## src/rtl/cpri_rxdata_unpack_pkg.sv

```systemverilog
// Shared constants and the word-class type for the CPRI receive unpacker.
package cpri_rxdata_unpack_pkg;

  localparam int CPRI_WORD_W   = 64;
  localparam int SEQ_CTRL_LAST = 1;
  localparam int SEQ_LAST      = 95;

  // Class of one received word within the 96-word basic-frame group.
  typedef enum logic [1:0] {
    CTRL    = 2'd0,
    IQ      = 2'd1,
    INVALID = 2'd2
  } word_class_t;

endpackage

```

## src/rtl/cpri_seq_decode.sv

```systemverilog
// Combinational classifier: word index within the basic-frame group -> word class.
module cpri_seq_decode
  import cpri_rxdata_unpack_pkg::*;
(
  input  logic [6:0]  seq,
  output word_class_t word_class
);

  // Seq 0..1 carry control words, 2..95 carry IQ, anything above is out of range.
  // NOTE: always_comb assigns a default first so every path drives the output and no latch is inferred.
  always_comb begin
    word_class = INVALID;
    if (seq <= 7'(SEQ_CTRL_LAST)) begin
      word_class = CTRL;
    end else if (seq <= 7'(SEQ_LAST)) begin
      word_class = IQ;
    end
  end

endmodule

```

## src/rtl/cpri_rxdata_unpack.sv

```systemverilog
// Splits each 64-bit CPRI receive word into ANT lanes of DW bits and steers it
// to the IQ output or the control/management output according to its seq index.
module cpri_rxdata_unpack
  import cpri_rxdata_unpack_pkg::*;
#(
  parameter int DW    = 8,
  parameter int ANT   = 8,
  parameter int numRE = 12
) (
  input  logic                    i_clk,
  input  logic                    i_reset,
  input  logic [CPRI_WORD_W-1:0]  i_cpri_rx_data,
  input  logic [6:0]              i_cpri_rx_seq,
  output logic [ANT-1:0][DW-1:0]  o_iq_data,
  output logic [ANT-1:0][DW-1:0]  o_cm_data
);

  // The lanes must tile the receive word exactly; numRE only describes the
  // resource grid and must merely be sensible.
  if (ANT * DW != CPRI_WORD_W) begin : g_bad_lane_cfg
    $fatal(1, "cpri_rxdata_unpack: ANT*DW must equal the 64-bit CPRI word");
  end
  if (numRE < 1) begin : g_bad_numre
    $fatal(1, "cpri_rxdata_unpack: numRE must be positive");
  end

  word_class_t            word_class;
  logic [ANT-1:0][DW-1:0] lanes;

  cpri_seq_decode u_seq_decode (
    .seq        (i_cpri_rx_seq),
    .word_class (word_class)
  );

  // Lane a takes bits [a*DW +: DW]; lane 0 is the least significant slice.
  always_comb begin
    lanes = '0;
    for (int a = 0; a < ANT; a++) begin
      lanes[a] = i_cpri_rx_data[a*DW +: DW];
    end
  end

  // Output registers: IQ is loaded or zeroed every cycle, control data is
  // loaded on control words and otherwise held until the next one.
  // NOTE: sequential state uses non-blocking assignments so every register samples pre-edge values.
  always_ff @(posedge i_clk) begin
    if (i_reset) begin
      o_iq_data <= '0;
      o_cm_data <= '0;
    end else begin
      o_iq_data <= (word_class == IQ) ? lanes : '0;
      if (word_class == CTRL) begin
        o_cm_data <= lanes;
      end
    end
  end

endmodule

```

## config.mk

```make
export PLATFORM = sky130hd
export DESIGN_NAME = cpri_rxdata_unpack
export DESIGN_NICKNAME = d
export VERILOG_FILES = /design/src/rtl/cpri_rxdata_unpack_pkg.sv /design/src/rtl/cpri_seq_decode.sv /design/src/rtl/cpri_rxdata_unpack.sv
export SDC_FILE = /design/constraint.sdc
export NUM_CORES = 1
export LEC_CHECK = 0
export ABC_AREA = 1
export CAP_MARGIN = 20
export CORE_MARGIN = 2
export CORE_UTILIZATION = 30
export CTS_CLUSTER_SIZE = 14
export DETAILED_ROUTE_END_ITERATION = 10
export HOLD_SLACK_MARGIN = 0.12
export SYNTH_ARGS = -nofsm -noshare
export SYNTH_HDL_FRONTEND = slang
export SYNTH_HIERARCHICAL = 1
export SYNTH_SLANG_ARGS = --single-unit
```

## constraint.sdc

```tcl
create_clock -name i_clk -period 1.2 [get_ports i_clk]
set_clock_uncertainty 0.1 [all_clocks]
set_input_delay 0.24 -clock i_clk [delete_from_list [all_inputs] [get_ports i_clk]]
set_output_delay 0.24 -clock i_clk [all_outputs]
set_load 0.02 [all_outputs]
```

==> results of run 1 <==
-- sequential cells by signal, indices dropped and copies added, names as in the netlist --
register and cells:
o_cm_data 64, o_iq_data 64
-- synth_stat cells --
cell      count  area, um^2
buf_2        14       70.07
buf_4        14       105.1
dfxtp_1     128        2562
inv_1        67       251.5
nand2_1     130       488.0
nand3_1       1       5.000
nand3b_1      1       7.510
nor2_1      195       732.0
nor2_2        1       6.260
-- through the flow --
| stage | hold WS (ps) | instances | utilization, % | area [um^2] | TNS (ps) |
|---|---|---|---|---|---|
| after floorplan | 274.6 | 551 | - | 4247 | -1635 |
| after global placement | 351.6 | 908 | 46.19 | 6387 | -83730 |
| after detailed placement | 363.3 | 908 | 46.19 | 6387 | -84970 |
| after CTS | 261.7 | 965 | 54.85 | 7585 | -380.9 |
| after global routing | 269.9 | 972 | 56.77 | 7850 | -1820 |
| final | 270.5 | 972 | 56.77 | 7850 | -54.30 |
-- routing by layer --
| layer | vias to the layer above | track usage [%] | routed length (um) |
|---|---|---|---|
| met3 | 14 | 6.970 | 1053 |
| met5 | - | 0 | 0 |
| met2 | 142 | 29.49 | 6733 |
| met4 | 0 | 4.526 | 173 |
| li1 | 2040 | - | - |
| met1 | 1863 | 19.85 | 5541 |
-- final cells by class --
cell class                 instances  area, um^2  area share (%)
clock buffer                      22       474.2           6.041
clock inverter                    10       110.1           1.403
inverter                          67       251.5           3.204
multi-input combinational        328        1269           16.16
sequential                       128        2721           34.67
tap                              180       225.2           2.869
timing repair buffer             237        2799           35.66
-- cells by family (layout without fill, tap and decap cells) --
| kind of cell | after synthesis | count (layout) | synth area share [%] |
|---|---|---|---|
| simple gates | 328 | 328 | 29.30 |
| flops | 128 | 128 | 60.61 |
| buf+inv | 95 | 336 | 10.09 |
-- report_power, final --
part | total, uW | switching, uW | internal [uW] | leakage, uW
sequential | 4720 | 156 | 4560 | 0.00110
combinational | 2010 | 951 | 1060 | 0.00240
clock | 5040 | 1830 | 3210 | 0.000278
total | 11800 | 2940 | 8830 | 0.00378
-- timing repair --
action                     4_1_cts  5_1_grt
gates cloned                    11        4
setup endpoints to repair      256      191
pin swaps                        6       11
gates resized for setup        881       64
buffers inserted                15        3
-- cells in the final DEF, fill, tap and decap left out --
master	instances
nor2_1	189
buf_6	131
nand2_1	130
dfxtp_2	127
inv_1	65
clkdlybuf4s50_1	65
clkbuf_16	21
buf_4	12
buf_16	11
buf_2	6
buf_12	6
nor2_2	4
clkinv_2	4
clkinvlp_4	4
nor2_4	3
clkbuf_8	3
inv_2	2
bufinv_16	2
clkbuf_1	2
buf_8	2
nand3b_1	1
dfxtp_1	1
nand3_1	1
-- worst paths after layout --
path / slack [ps] / cells past startpoint / startpoint / end
max: -20 / 1 / o_cm_data[12] / o_cm_data[12]
min: 270 / 3 / i_cpri_rx_data[60] / o_iq_data[60]
max reg2reg: 380 / 3 / o_cm_data[27] / o_cm_data[27]
min reg2reg: 370 / 2 / o_cm_data[16] / o_cm_data[16]
==> metrics.md, run 1 <==
| Metric | Value |
|---|---|
| Status | `finished, violations left` |
| Failing checks | `negative setup slack` |
| Sequential area share after synthesis | `60.61%` |
| Routed wire length | `13500 um` |
| Antenna violations before repair | `0` |
| # hold bufs at CTS | `0` |
| Startpoint types | `flop` |
| Worst Slack Setup Final | `-17.97 ps` |
| Buf+Inv Stages, Crit Path | `1` |
| Layout fillers | `1236` |
| Rows | `43` |
| Die Area | `15060 um^2` |
| Final nets | `852` |
| Routability cong. | `0.7595` |
| VDD IR max | `0.9809 mV` |
| Synthesized area | `4228 um^2` |
| Lkg Pwr | `0.003781 uW` |
| Net Count, Synth | `624` |
| Worst min-delay path class | `input pin to flop` |
| Max Buffers Root-to-Sink | `2` |
| Required time worst endpoint | `860 ps` |
| Drt first pass iters | `4` |
| CTS HTree Levels | `4` |
| Critical path type | `flop to output port` |
| Remaining DRCs | `0` |
| Crit path time final | `1218 ps` |
| Core area | `13830 um^2` |
| Total grt overflow | `0` |
| Clk slew on worst S/H paths | `60 ps` |
| Die width | `122.7 um` |
| Final Hold Vio Count | `0` |
| Total of max-cap violations | `0` |
| DR WL/cell | `13.89 um` |
| Avg Vias per Cell | `4.176` |
| Max-slew violation count | `0` |
| CTS tree | `built` |
| Hpwl dp | `7805 um` |
| RSZ-0062 raised after global routing | `true` |
| Register bit total from synthesis | `128` |
| Slew margin rel. | `76.87%` |
| Synth Instances | `551` |
| Largest net degree at the start of global routing | `35` |
| Fmax | `0.8210 GHz` |
| Clock Tree Root | `clkbuf_16` |
| Pwr Density | `1499 nW/um^2` |
| Antenna Cells | `0` |
| Initial DRC count | `157` |
| Initial Utilization | `30.58%` |
| Share of cells above drive strength 1 | `42.68%` |
| Crit-path cells | `buf_6` |
| Via count | `4059` |
| Vias in the first global route | `4100` |
| Final setup fails | `8` |
| Place WS | `-695.9 ps` |
| Tot Pwr | `11770 uW` |
| Detail Route Antenna Nets | `0` |
| Die Ht | `122.7 um` |
| Max incr delay on CP | `350 ps` |
| Synth cell types | `9` |
| Slew @ Worst Pin | `347.0 ps` |
| CP delay by family, top | `flip-flops` |
| Sink Count | `128` |
| Crit-path max FO | `2` |
| I/O Pins | `201` |
| Ratio of final minimum period to clock period | `101.5%` |
| Layout overhead on the synthesized area | `85.68%` |
| Worst setup EP type | `output port` |
| Worst-Skew Late Latency | `400 ps` |
| Worst path slowest cell | `dfxtp_2` |
| Mapped Avg Cell Area | `7.673 um^2` |
| YS warnings | `6` |
| Global-route wire length before repair | `19980 um` |
| CP arrival | `880 ps` |
| Total CTS buffers | `17` |
| PortBufs | `199` |
| Global Route Usage Sum | `17.22%` |
(Power assumes the default switching activity.)
==> inputs of run 2 (changes only) <==
--- a/config.mk
+++ b/config.mk
@@ -8,10 +8,12 @@
 export ABC_AREA = 1
 export CAP_MARGIN = 20
 export CORE_MARGIN = 2
-export CORE_UTILIZATION = 30
+export CORE_UTILIZATION = 37
+export CTS_CLUSTER_DIAMETER = 150
 export CTS_CLUSTER_SIZE = 14
 export DETAILED_ROUTE_END_ITERATION = 10
 export HOLD_SLACK_MARGIN = 0.12
+export PLACE_DENSITY = 0.77
 export SYNTH_ARGS = -nofsm -noshare
 export SYNTH_HDL_FRONTEND = slang
 export SYNTH_HIERARCHICAL = 1
==> metrics.md, run 2 (synthesis gave the netlist of run 1 again) <==
| Metric | Value |
|---|---|
| Worst setup EP type | `output port` |
| Via count | `4195` |
| # hold bufs at CTS | `0` |
| CTS HTree Levels | `4` |
| FF-to-FF path depth | `3` |
| Antenna Cells | `0` |
| Final nets | `865` |
| Crit-path max FO | `2` |
| Remaining DRCs | `0` |
| Share of cells above drive strength 1 | `44.89%` |
| Most frequent cells in the layout | `nor2_1, buf_6, nand2_1, dfxtp_2` |
| Avg Vias per Cell | `4.439` |
| Max incr delay on CP | `350 ps` |
| Worst min-delay path class | `input pin to flop` |
| Area of the multi-input gates | `1324 um^2` |
| Clock Tree Root | `clkbuf_16` |
| Antenna violations before repair | `0` |
| Sum Neg Setup Slack | `-42.25 ps` |
| CP delay by family, top | `flip-flops` |
| Global-route wire length before repair | `21170 um` |
| Die Area | `12300 um^2` |
| Final Hold Vio Count | `0` |
| Drt first pass iters | `4` |
| Pwr Density | `1478 nW/um^2` |
| Detail Route Antenna Nets | `0` |
| CP arrival | `870 ps` |
| Crit. path cell count | `1` |
| I/O Pins | `201` |
| Die Ht | `110.9 um` |
| Fmax | `0.8244 GHz` |
| Vias in the first global route | `4263` |
| Ratio of final minimum period to clock period | `101.1%` |
| Hold path cells | `3` |
| Sink Count | `128` |
| PortBufs | `199` |
| DR WL/cell | `14.98 um` |
| Die width | `110.9 um` |
| Slew margin rel. | `77.24%` |
| Routed wire length | `14150 um` |
| Max-slew violation count | `0` |
| Cells after DPL | `874` |
| Final setup fails | `6` |
| VDD IR max | `0.8331 mV` |
| Fin cells | `945` |
| Critical path type | `flop to output port` |
| Largest registers | `o_cm_data x64, o_iq_data x64` |
| RSZ-0062 raised after global routing | `true` |
| Total CTS buffers | `17` |
| Rows | `39` |
| Tot Pwr | `11730 uW` |
| Hpwl dp | `8120 um` |
| Clk slew on worst S/H paths | `60 ps` |
| Core Util, Final | `70.39%` |
| Core area | `11270 um^2` |
| Initial DRC count | `144` |
| Max Buffers Root-to-Sink | `2` |
| Lkg Pwr | `0.003855 uW` |
| Worst-Skew Late Latency | `400 ps` |
| Slew @ Worst Pin | `341.4 ps` |
| Failing checks | `negative setup slack` |
| Total grt overflow | `0` |
| Largest net degree at the start of global routing | `34` |
| Status | `finished, violations left` |
| Layout fillers | `832` |
| Global Route Usage Sum | `21.81%` |
| Total of max-cap violations | `0` |
| Required time worst endpoint | `860 ps` |
| Crit-path cells | `buf_6` |
| FF+latch area | `2720 um^2` |
| Startpoint types | `flop` |
| Worst Slack Setup Final | `-12.99 ps` |
| Routability cong. | `0.7932` |
| Initial Utilization | `37.51%` |
| Worst path slowest cell | `dfxtp_2` |
| Layout overhead on the synthesized area | `87.66%` |
| Crit path time final | `1213 ps` |
| Buf+Inv Stages, Crit Path | `1` |
| CTS tree | `built` |
| Place WS | `-749.1 ps` |
| Commonest non-fill, non-tap cell in the layout | `nor2_1` |
[run 2: layer usage]
metal  share of wire, %  vias to the layer above  global-route usage [%]
li1                   -                     2071                       -
met1                 38                     1915                   23.56
met2                 51                      187                   38.69
met3                8.7                       22                   8.748
met4                1.7                        0                   7.500
met5                  0                        -                       0
[run 2: timing repair]
item,4_1_cts,5_1_grt
hold endpoints to repair,0,0
pin swaps,25,21
gates resized for setup,874,85
endpoints found under the setup margin,255,222
cloned,10,3
setup buffers,22,7
[run 2: metrics by stage]
stage / hold WS (ps) / area, um^2
final: 277.6 / 7934
after global routing: 277.8 / 7934
after CTS: 263.8 / 7596
after detailed placement: 375.9 / 6364
after global placement: 363.4 / 6364
after floorplan: 274.6 / 4247
[run 2: worst paths after layout]
path                                    startpoint            end  slack, ps
worst max-delay path                 o_cm_data[21]  o_cm_data[21]        -10
worst min-delay path            i_cpri_rx_data[15]  o_iq_data[15]        280
worst max register to register       o_cm_data[59]  o_cm_data[59]        360
worst min register to register       o_cm_data[53]  o_cm_data[53]        380
[run 2: area by class of cell]
cell class / count / area share, %
well taps: 143 / 2.255
clock inverters: 6 / 1.072
clock buffers: 23 / 5.898
multi-input cells: 328 / 16.69
repair buffers: 250 / 36.63
inverters: 67 / 3.170
flip-flops and latches: 128 / 34.28
[run 2: power by group]
part	switching, uW	internal [uW]	total (uW)
Clock	1780	3130	4900
Combinational	989	1110	2100
Sequential	164	4560	4730
Total	2930	8800	11700
==> inputs of run 3 (changes only) <==
--- a/config.mk
+++ b/config.mk
@@ -14,6 +14,7 @@
 export DETAILED_ROUTE_END_ITERATION = 10
 export HOLD_SLACK_MARGIN = 0.12
 export PLACE_DENSITY = 0.77
+export SKIP_LAST_GASP = 1
 export SYNTH_ARGS = -nofsm -noshare
 export SYNTH_HDL_FRONTEND = slang
 export SYNTH_HIERARCHICAL = 1
==> metrics.md, run 3 (synthesis gave the netlist of run 1 again) <==
| Metric | Value |
|---|---|
| Tot Pwr | `11730 uW` |
| CP arrival | `870 ps` |
| Final Hold Vio Count | `0` |
| Ratio of final minimum period to clock period | `101.1%` |
| Failing checks | `negative setup slack` |
| Rows | `39` |
| Vias in the first global route | `4263` |
| Global-route wire length before repair | `21170 um` |
| Combinational share of power | `17.9%` |
| Cell-internal power | `8798 uW` |
| Drt first pass iters | `4` |
| Clk slew on worst S/H paths | `60 ps` |
| DR WL/cell | `15.00 um` |
| Max-slew violation count | `0` |
| Die Area | `12300 um^2` |
| Routability cong. | `0.7932` |
| Remaining DRCs | `0` |
| Crit. Startpoint | `o_cm_data[21]` |
| Critical path type | `flop to output port` |
| Largest net degree at the start of global routing | `34` |
| CTS HTree Levels | `4` |
| Sink Count | `128` |
| Max incr delay on CP | `350 ps` |
| Detail Route Antenna Nets | `0` |
| Layout overhead on the synthesized area | `87.60%` |
| Die width | `110.9 um` |
| Total of max-cap violations | `0` |
| Placed instance area | `6364 um^2` |
| Clk network pwr share | `41.8%` |
| Most frequent cells in the layout | `nor2_1, buf_6, nand2_1, dfxtp_2` |
| Antenna Cells | `0` |
| PortBufs | `199` |
| R2r setup slk | `350 ps` |
| Crit-path cells | `buf_6` |
| I/O Pins | `201` |
| Initial Utilization | `37.51%` |
| Pwr Density | `1479 nW/um^2` |
| Worst setup EP type | `output port` |
| Total CTS buffers | `17` |
| Worst Slack Setup Final | `-13.07 ps` |
| VDD IR max | `0.8320 mV` |
| Buf+Inv Stages, Crit Path | `1` |
| Fmax | `0.8244 GHz` |
| Startpoint types | `flop` |
| Switching pwr | `2932 uW` |
| Slew @ Worst Pin | `343.3 ps` |
| Largest registers | `o_cm_data x64, o_iq_data x64` |
| Sequential Power Share | `40.3%` |
| Avg Vias per Cell | `4.418` |
| Final setup fails | `7` |
| Worst path slowest cell | `dfxtp_2` |
| Max Buffers Root-to-Sink | `2` |
| Core area | `11270 um^2` |
| Total grt overflow | `0` |
| Final Instance Area | `7931 um^2` |
| Crit-path max FO | `2` |
| Lkg Pwr | `0.003854 uW` |
| Commonest non-fill, non-tap cell in the layout | `nor2_1` |
| Hpwl dp | `8120 um` |
| Die Ht | `110.9 um` |
| Global Route Usage Sum | `21.81%` |
| Status | `finished, violations left` |
| Share of cells above drive strength 1 | `44.76%` |
| RSZ-0062 raised after global routing | `true` |
| Switching share of total power | `25.00%` |
| Required time worst endpoint | `860 ps` |
| Initial DRC count | `128` |
| Crit path time final | `1213 ps` |
| Antenna violations before repair | `0` |
| Hold Path Origin | `i_cpri_rx_data[15]` |
| CTS tree | `built` |
| Via count | `4175` |
| Clock Tree Root | `clkbuf_16` |
| Worst-Skew Late Latency | `400 ps` |
| Routed wire length | `14170 um` |
| Slew margin rel. | `77.12%` |
| RR Startpoint | `o_cm_data[49]` |
| CP delay by family, top | `flip-flops` |
| Final nets | `865` |
| Worst min-delay path class | `input pin to flop` |
[run 3: per-layer routing]
| metal | vias to the layer above | track usage [%] | part of all wire [%] |
|---|---|---|---|
| met5 | - | 0 | 0 |
| met4 | 0 | 7.500 | 1.7 |
| met1 | 1908 | 23.56 | 39 |
| met3 | 21 | 8.748 | 8.1 |
| met2 | 178 | 38.69 | 51 |
| li1 | 2068 | - | - |
[run 3: power by group through the flow]
stage                     Combinational, uW  Clock (uW)  Sequential (uW)
after global placement                 1650           0             4700
after floorplan                         491           0             5020
final                                  2100        4910             4730
after CTS                              1980        4960             4700
after global routing                   2240        5180             4750
after detailed placement               1680           0             4710
[run 3: repair_timing]
action / CTS / global route
hold buffers: 0 / 0
gates cloned: 10 / 3
endpoints found under the setup margin: 255 / 222
resized for setup: 874 / 84
buffers inserted: 22 / 7
pin swaps: 25 / 21
[run 3: stage by stage]
step | std cells | hold slack [ps] | utilization [%] | worst slack, ps | TNS (ps)
after CTS | 935 | 263.8 | 67.39 | -43.19 | -360.6
after global routing | 945 | 277.8 | 70.36 | -52.78 | -1968
after detailed placement | 874 | 375.9 | 56.45 | -749.1 | -86150
after global placement | 874 | 363.4 | 56.45 | -688.6 | -82560
final | 945 | 275.5 | 70.36 | -13.07 | -50.28
after floorplan | 551 | 274.6 | - | -32.44 | -1635
[run 3: cell type report]
| class | count | area, um^2 |
|---|---|---|
| repair buffers | 250 | 2907 |
| fillers | 833 | 3341 |
| inverters | 67 | 251.5 |
| multi-input cells | 328 | 1321 |
| flip-flops and latches | 128 | 2720 |
| clock inverters | 6 | 85.08 |
| well taps | 143 | 178.9 |
| clock buffers | 23 | 467.9 |
[run 3: final timing paths]
kind	endpoint	depth (start not counted)
setup / recovery	o_cm_data[21]	1
hold / removal	o_iq_data[15]	3
setup reg to reg	o_cm_data[49]	3
hold reg to reg	o_cm_data[53]	2
